## src/rtl/opl_timer_bank.sv

```systemverilog
// OPL-style timer bank: NUM_TIMERS up-counting timers with per-timer tick rate,
// mask/flag status byte, one-shot mode and registered counter readback.
module opl_timer_lane #(
  parameter int               TIMER_W = 8,
  parameter int               SUB_W   = 13,
  parameter logic [SUB_W-1:0] RELOAD  = '0
) (
  input  logic               clk,
  input  logic               rst_n,
  input  logic [TIMER_W-1:0] preset_i,
  input  logic               mode_i,
  input  logic               start_wr_i,
  input  logic               start_val_i,
  input  logic               clr_i,
  output logic               raw_o,
  output logic [TIMER_W-1:0] cnt_o
);
  logic               start_q, start_d;
  logic               raw_q, raw_d;
  logic [TIMER_W-1:0] cnt_q, cnt_d;
  logic [SUB_W-1:0]   sub_q, sub_d;
  logic               tick, ovf;

  assign tick = start_q && (sub_q == '0);
  assign ovf  = tick && (&cnt_q);

  always_comb begin
    cnt_d   = cnt_q;
    sub_d   = sub_q;
    start_d = start_q;
    raw_d   = raw_q;
    if (start_q) begin
      if (tick) begin
        sub_d = RELOAD;
        cnt_d = ovf ? preset_i : cnt_q + 1'b1;
      end else begin
        sub_d = sub_q - 1'b1;
      end
    end else if (start_wr_i && start_val_i) begin
      cnt_d = preset_i;
      sub_d = RELOAD;
    end
    // a start write on the overflow edge overrides the one-shot auto-stop
    if (ovf && mode_i) start_d = 1'b0;
    if (start_wr_i)    start_d = start_val_i;
    if (clr_i) raw_d = 1'b0;
    if (ovf)   raw_d = 1'b1;
  end

  always_ff @(posedge clk or negedge rst_n) begin
    if (!rst_n) begin
      start_q <= 1'b0;
      raw_q   <= 1'b0;
      cnt_q   <= '0;
      sub_q   <= '0;
    end else begin
      start_q <= start_d;
      raw_q   <= raw_d;
      cnt_q   <= cnt_d;
      sub_q   <= sub_d;
    end
  end

  assign raw_o = raw_q;
  assign cnt_o = cnt_q;
endmodule

module opl_timer_bank #(
  parameter int         NUM_TIMERS  = 2,
  parameter int         TIMER_W     = 8,
  parameter int         BASE_PERIOD = 1717,
  parameter int         PERIOD_W    = 13,
  parameter int         DIV_SHIFT   = 2,
  parameter logic [8:0] PRESET_BASE = 9'h002,
  parameter logic [8:0] CTRL_INDEX  = 9'h004,
  parameter logic [8:0] MODE_INDEX  = 9'h005
) (
  input  logic               clk,
  input  logic               rst_n,
  input  logic [1:0]         addr,
  input  logic [7:0]         din,
  input  logic               we,
  output logic [7:0]         dout,
  output logic               irq_n,
  input  logic [1:0]         count_sel,
  output logic [TIMER_W-1:0] count_out
);
  localparam int SUB_W = PERIOD_W + DIV_SHIFT * (NUM_TIMERS - 1);

  logic                                 we_q;
  logic [8:0]                           idx_q;
  logic [NUM_TIMERS-1:0][TIMER_W-1:0]   preset_q;
  logic [NUM_TIMERS-1:0]                mask_q, mode_q;
  logic [TIMER_W-1:0]                   count_q, count_d;
  logic [NUM_TIMERS-1:0][TIMER_W-1:0]   cnt;
  logic [NUM_TIMERS-1:0]                raw, vis, pre_hit;
  logic                                 wr, idx_wr, dat_wr, ctrl_hit, clr_wr, cfg_wr, mode_hit;
  logic                                 irq;
  logic [7:0]                           status;

  assign wr       = we & ~we_q;
  assign idx_wr   = wr & ~addr[0];
  assign dat_wr   = wr &  addr[0];
  assign ctrl_hit = dat_wr && (idx_q == CTRL_INDEX);
  assign clr_wr   = ctrl_hit &  din[7];
  assign cfg_wr   = ctrl_hit & ~din[7];
  assign mode_hit = dat_wr && (idx_q == MODE_INDEX);

  for (genvar i = 0; i < NUM_TIMERS; i++) begin : g_tmr
    localparam logic [SUB_W-1:0] RL = SUB_W'(((BASE_PERIOD + 1) << (DIV_SHIFT * i)) - 1);
    assign pre_hit[i] = dat_wr && (idx_q == PRESET_BASE + 9'(i));
    assign vis[i]     = raw[i] & ~mask_q[i];

    opl_timer_lane #(
      .TIMER_W (TIMER_W),
      .SUB_W   (SUB_W),
      .RELOAD  (RL)
    ) u_lane (
      .clk         (clk),
      .rst_n       (rst_n),
      .preset_i    (preset_q[i]),
      .mode_i      (mode_q[i]),
      .start_wr_i  (cfg_wr),
      .start_val_i (din[i]),
      .clr_i       (clr_wr & ~din[6-i]),
      .raw_o       (raw[i]),
      .cnt_o       (cnt[i])
    );
  end

  always_ff @(posedge clk or negedge rst_n) begin
    if (!rst_n) begin
      we_q     <= 1'b0;
      idx_q    <= '0;
      preset_q <= '0;
      mask_q   <= '0;
      mode_q   <= '0;
      count_q  <= '0;
    end else begin
      we_q    <= we;
      count_q <= count_d;
      if (idx_wr)   idx_q  <= {addr[1], din};
      if (mode_hit) mode_q <= din[NUM_TIMERS-1:0];
      for (int i = 0; i < NUM_TIMERS; i++) begin
        if (pre_hit[i]) preset_q[i] <= din[TIMER_W-1:0];
        if (cfg_wr)     mask_q[i]   <= din[6-i];
      end
    end
  end

  always_comb begin
    count_d = '0;
    for (int i = 0; i < NUM_TIMERS; i++)
      if (count_sel == 2'(i)) count_d = cnt[i];
  end

  // flag0 sits at bit 6, flag1 at bit 5, flag2 at bit 4
  always_comb begin
    status    = 8'h00;
    status[7] = irq;
    for (int i = 0; i < NUM_TIMERS; i++) status[6-i] = vis[i];
  end

  assign irq       = |vis;
  assign irq_n     = ~irq;
  assign dout      = (addr == 2'b00) ? status : 8'hFF;
  assign count_out = count_q;
endmodule

```

## config.mk

```make
export PLATFORM = sky130hd
export DESIGN_NAME = opl_timer_bank
export DESIGN_NICKNAME = d
export VERILOG_FILES = /design/src/rtl/opl_timer_bank.sv
export SDC_FILE = /design/constraint.sdc
export NUM_CORES = 1
export LEC_CHECK = 0
export CORE_MARGIN = 5
export CORE_UTILIZATION = 35
export DETAILED_ROUTE_END_ITERATION = 12
export HOLD_SLACK_MARGIN = 0.03
export PLACE_DENSITY_LB_ADDON = 0.15
export SLEW_MARGIN = 20
export SYNTH_ARGS = -nofsm -noshare
export SYNTH_HDL_FRONTEND = slang
export SYNTH_SLANG_ARGS = --single-unit
```

## constraint.sdc

```tcl
create_clock -name clk -period 2.42 [get_ports clk]
set_input_delay 0.484 -clock clk [delete_from_list [all_inputs] [get_ports clk]]
set_output_delay 0.484 -clock clk [all_outputs]
set_load 0.01 [all_outputs]
```

==> flow_metrics.env <==
export IMPL_clk_pin_slew_ns=0.06
export IMPL_slew_limit_headroom=0.647
export IMPL_synth_edff_count=0
export IMPL_hpwl_um=8530
export IMPL_rows=41
export IMPL_hold_viol=0
export IMPL_fin_crit_ns=2.37
export IMPL_yosysUniqueCellTypes=61
export IMPL_cap_violations=0
export IMPL_grt_ovfl_total=0
export IMPL_final_setup_worst_slack_ns=0.0541
export IMPL_multiInputGateArea_sq_mm=0.00221
export IMPL_yosys_warnings=0
export IMPL_grt_use_total=0.161
export IMPL_syn2layout_area_growth_pct=28.4
export IMPL_synth_seq_cells=88
export IMPL_port_buffers=31
export IMPL_status="completed"
export IMPL_drc=0
export IMPL_final_layout_size_suffix_gt1_frac=0.234
export IMPL_synthCells=448
export IMPL_grt_setup_unrepaired="false"
export IMPL_cpPeakStageDelay_ns=0.43
export IMPL_place_inst=690
export IMPL_first_pass_iters=4
export IMPL_antenna_left=0
export IMPL_ff2ff_setup_slack_ns=0.13
export IMPL_peakVddDrop_uv=441
export IMPL_clock_skew_ns=0.00587
export IMPL_drt_iter0_drc=273
export IMPL_critPathMaxFanout=3
export IMPL_num_nets_final=554
export IMPL_cp_endpoint="dout[7]"
export IMPL_avgSynthCellArea_sq_um=10.1
export IMPL_cts_sink_count=88
export IMPL_slew_viol_final=0
export IMPL_crit_required_ns=1.94
export IMPL_final_cells=710
export IMPL_fillCellCount=1208
export IMPL_pwr_density_cell_mw_per_mm2=789
export IMPL_fmax_mhz=423
export IMPL_rr_endpoint="g_tmr[1].u_lane.cnt_o[7]"
export IMPL_regArea_sq_mm=0.00220
export IMPL_crit_top_cell="or2_2"
export IMPL_core_area_sq_mm=0.0127
export IMPL_netlist_area_sq_mm=0.00454
export IMPL_initial_core_util=0.358
export IMPL_endpoint_kind="primary output"
export IMPL_crit_slowest_cell="clkdlybuf4s50_1"
export IMPL_numCtsBuffers=9
export IMPL_n_antenna_cell=0
export IMPL_grt_pass1_wl_um=19400
export IMPL_antenna_found_initial=0
export IMPL_die_w_um=124
export IMPL_routed_wirelength_um=11400
export IMPL_clock_latency_ns=0.34
export IMPL_async_flop_share=1.00
export IMPL_routedWlPerCell_um=16.0
export IMPL_grt_pass1_vias=3767
export IMPL_startpoint="addr[0]"
export IMPL_r2r_start="g_tmr[1].u_lane.sub_q[9]"
export IMPL_p_leak_nw=2.49
export IMPL_r2r_cells=5
export IMPL_io_pins=32
export IMPL_layout_commonest_cell="dfrtp_1"
export IMPL_vias=3767
export IMPL_hold_class="in -> async"
export IMPL_cts_tree="done"
export IMPL_tns_ns=0
export IMPL_clockBufferDepth=2
export IMPL_crit_chain="clkdlybuf4s50_1 -> or2_2 -> or2_2 -> nand2b_1 -> clkdlybuf4s15_1"
export IMPL_cp_arrival_ns=1.88
export IMPL_synth_nets=469
export IMPL_critPathBufInv=2
export IMPL_grt_max_degree=38
export IMPL_tightest_slew_ns=0.525
export IMPL_critPathLaunchType="primary input"
export IMPL_layout_common_cells="88 x dfrtp_1, 62 x buf_4, 36 x nor2_1"
export IMPL_h_tree_depth=3
export IMPL_crit_family="simple AND/OR/NAND/NOR gates"
export IMPL_holdWs_ns=0.102
export IMPL_worstSetupPathType="in -> out"
export IMPL_seq_area_frac_synth=0.486
export IMPL_setup_viol=0
export IMPL_dieArea_sq_mm=0.0153
export IMPL_viasPerCell=5.31
export IMPL_synthFlopType="dfrtp_1"
export IMPL_cts_root_buf="clkbuf_16"
export IMPL_post_route_period_util=0.978
export IMPL_place_congestion=0.829
export IMPL_die_h_um=124
export IMPL_critical_path_depth=5
export IMPL_place_ws_ns=-0.272
==> per-layer routing <==
metal,vias up,global-route usage,part of all wire
li1,1854,-,-
met1,1852,0.220,0.48
met2,49,0.261,0.48
met3,12,0.0245,0.030
met4,0,0.0581,0.014
met5,-,0,0
==> cells by family after synthesis <==
| logic type | synth area share |
|---|---|
| compound gates | 0.154 |
| xor+xnor | 0.00386 |
| fa+ha+maj | 0.0166 |
| buf+inv | 0.0337 |
| flops | 0.486 |
| mux | 0.0963 |
| simple gates | 0.210 |
==> synthesized netlist by cell type (all sizes together) (3+ instances only) <==
cell type / count / share of area
inv: 13 / 0.011
dfrtp: 88 / 0.49
nor3b: 3 / 0.0050
or4: 7 / 0.014
mux2: 29 / 0.072
nand2: 33 / 0.027
buf: 8 / 0.012
nor4: 8 / 0.012
and4b: 3 / 0.0066
nand3: 21 / 0.023
and4: 3 / 0.0058
nor4bb: 3 / 0.0066
o21ai: 30 / 0.033
o41ai: 3 / 0.0091
a21oi: 25 / 0.028
and2: 3 / 0.0047
o211ai: 3 / 0.0050
nand4b: 3 / 0.0058
mux2i: 11 / 0.024
a31oi: 11 / 0.015
a221o: 3 / 0.0066
nand4: 10 / 0.014
nor4b: 3 / 0.0058
nor2: 37 / 0.031
or2: 4 / 0.0055
ha: 6 / 0.017
and3: 6 / 0.0083
nand3b: 7 / 0.012
o31ai: 9 / 0.015
nor3: 9 / 0.0099
nand2b: 5 / 0.0069
clkbuf: 13 / 0.011
==> metrics by stage <==
stage / cell area [sq um] / power (mW) / util
after CTS: 5790 / 4.64 / 0.457
after floorplan: 4540 / 2.53 / -
after detailed placement: 5420 / 3.02 / 0.428
final: 5820 / 4.60 / 0.460
after global routing: 5820 / 4.87 / 0.460
after global placement: 5420 / 2.98 / 0.428
==> report_power, final <==
| part | switching [mW] | internal, mW | total (mW) |
|---|---|---|---|
| clock network | 0.587 | 1.01 | 1.59 |
| logic | 0.532 | 0.511 | 1.04 |
| registers | 0.233 | 1.73 | 1.96 |
| total | 1.35 | 3.24 | 4.60 |
==> how the worst min path moves through the flow <==
stage	from	to	slack [ns]	depth (start not counted)
after floorplan	rst_n	count_out[0]	0.19	0
after global placement	g_tmr[0].u_lane.sub_q[5]	g_tmr[0].u_lane.sub_q[5]	0.47	1
after detailed placement	g_tmr[0].u_lane.sub_q[5]	g_tmr[0].u_lane.sub_q[5]	0.48	1
after CTS	rst_n	g_tmr[1].u_lane.sub_q[9]	0.11	1
after global routing	rst_n	g_tmr[1].u_lane.sub_q[9]	0.14	1
final	rst_n	g_tmr[1].u_lane.sub_q[9]	0.10	1
==> flip-flops by register name, indices dropped and copies added, names as in the netlist, 8 cells and up <==
register            cells
idx_q                   9
g_tmr.u_lane.cnt_o     16
preset_q               16
count_out               8
g_tmr.u_lane.sub_q     30
==> worst register-to-register path: stages (launching register included) <==
cell	delay, ns
dfrtp_1	0.41
or4_1	0.59
or4_4	0.55
and2_4	0.17
or4_1	0.40
nand4_1	0.10
==> layout make-up <==
type	count	area share
clock inverter	6	0.0185
tap	172	0.0369
sequential	88	0.378
multi-input combinational	326	0.379
inverter	13	0.00838
timing repair buffer	95	0.140
clock buffer	10	0.0393
==> timing repair <==
item | 4_1_cts | 5_1_grt
resized for setup | 3 | 6
pin swaps | 0 | 1
endpoints found under the setup margin | 4 | 21
hold buffers | 0 | 0
buffers inserted | 4 | 0
No activity file was read; power rests on OpenSTA's default activity.
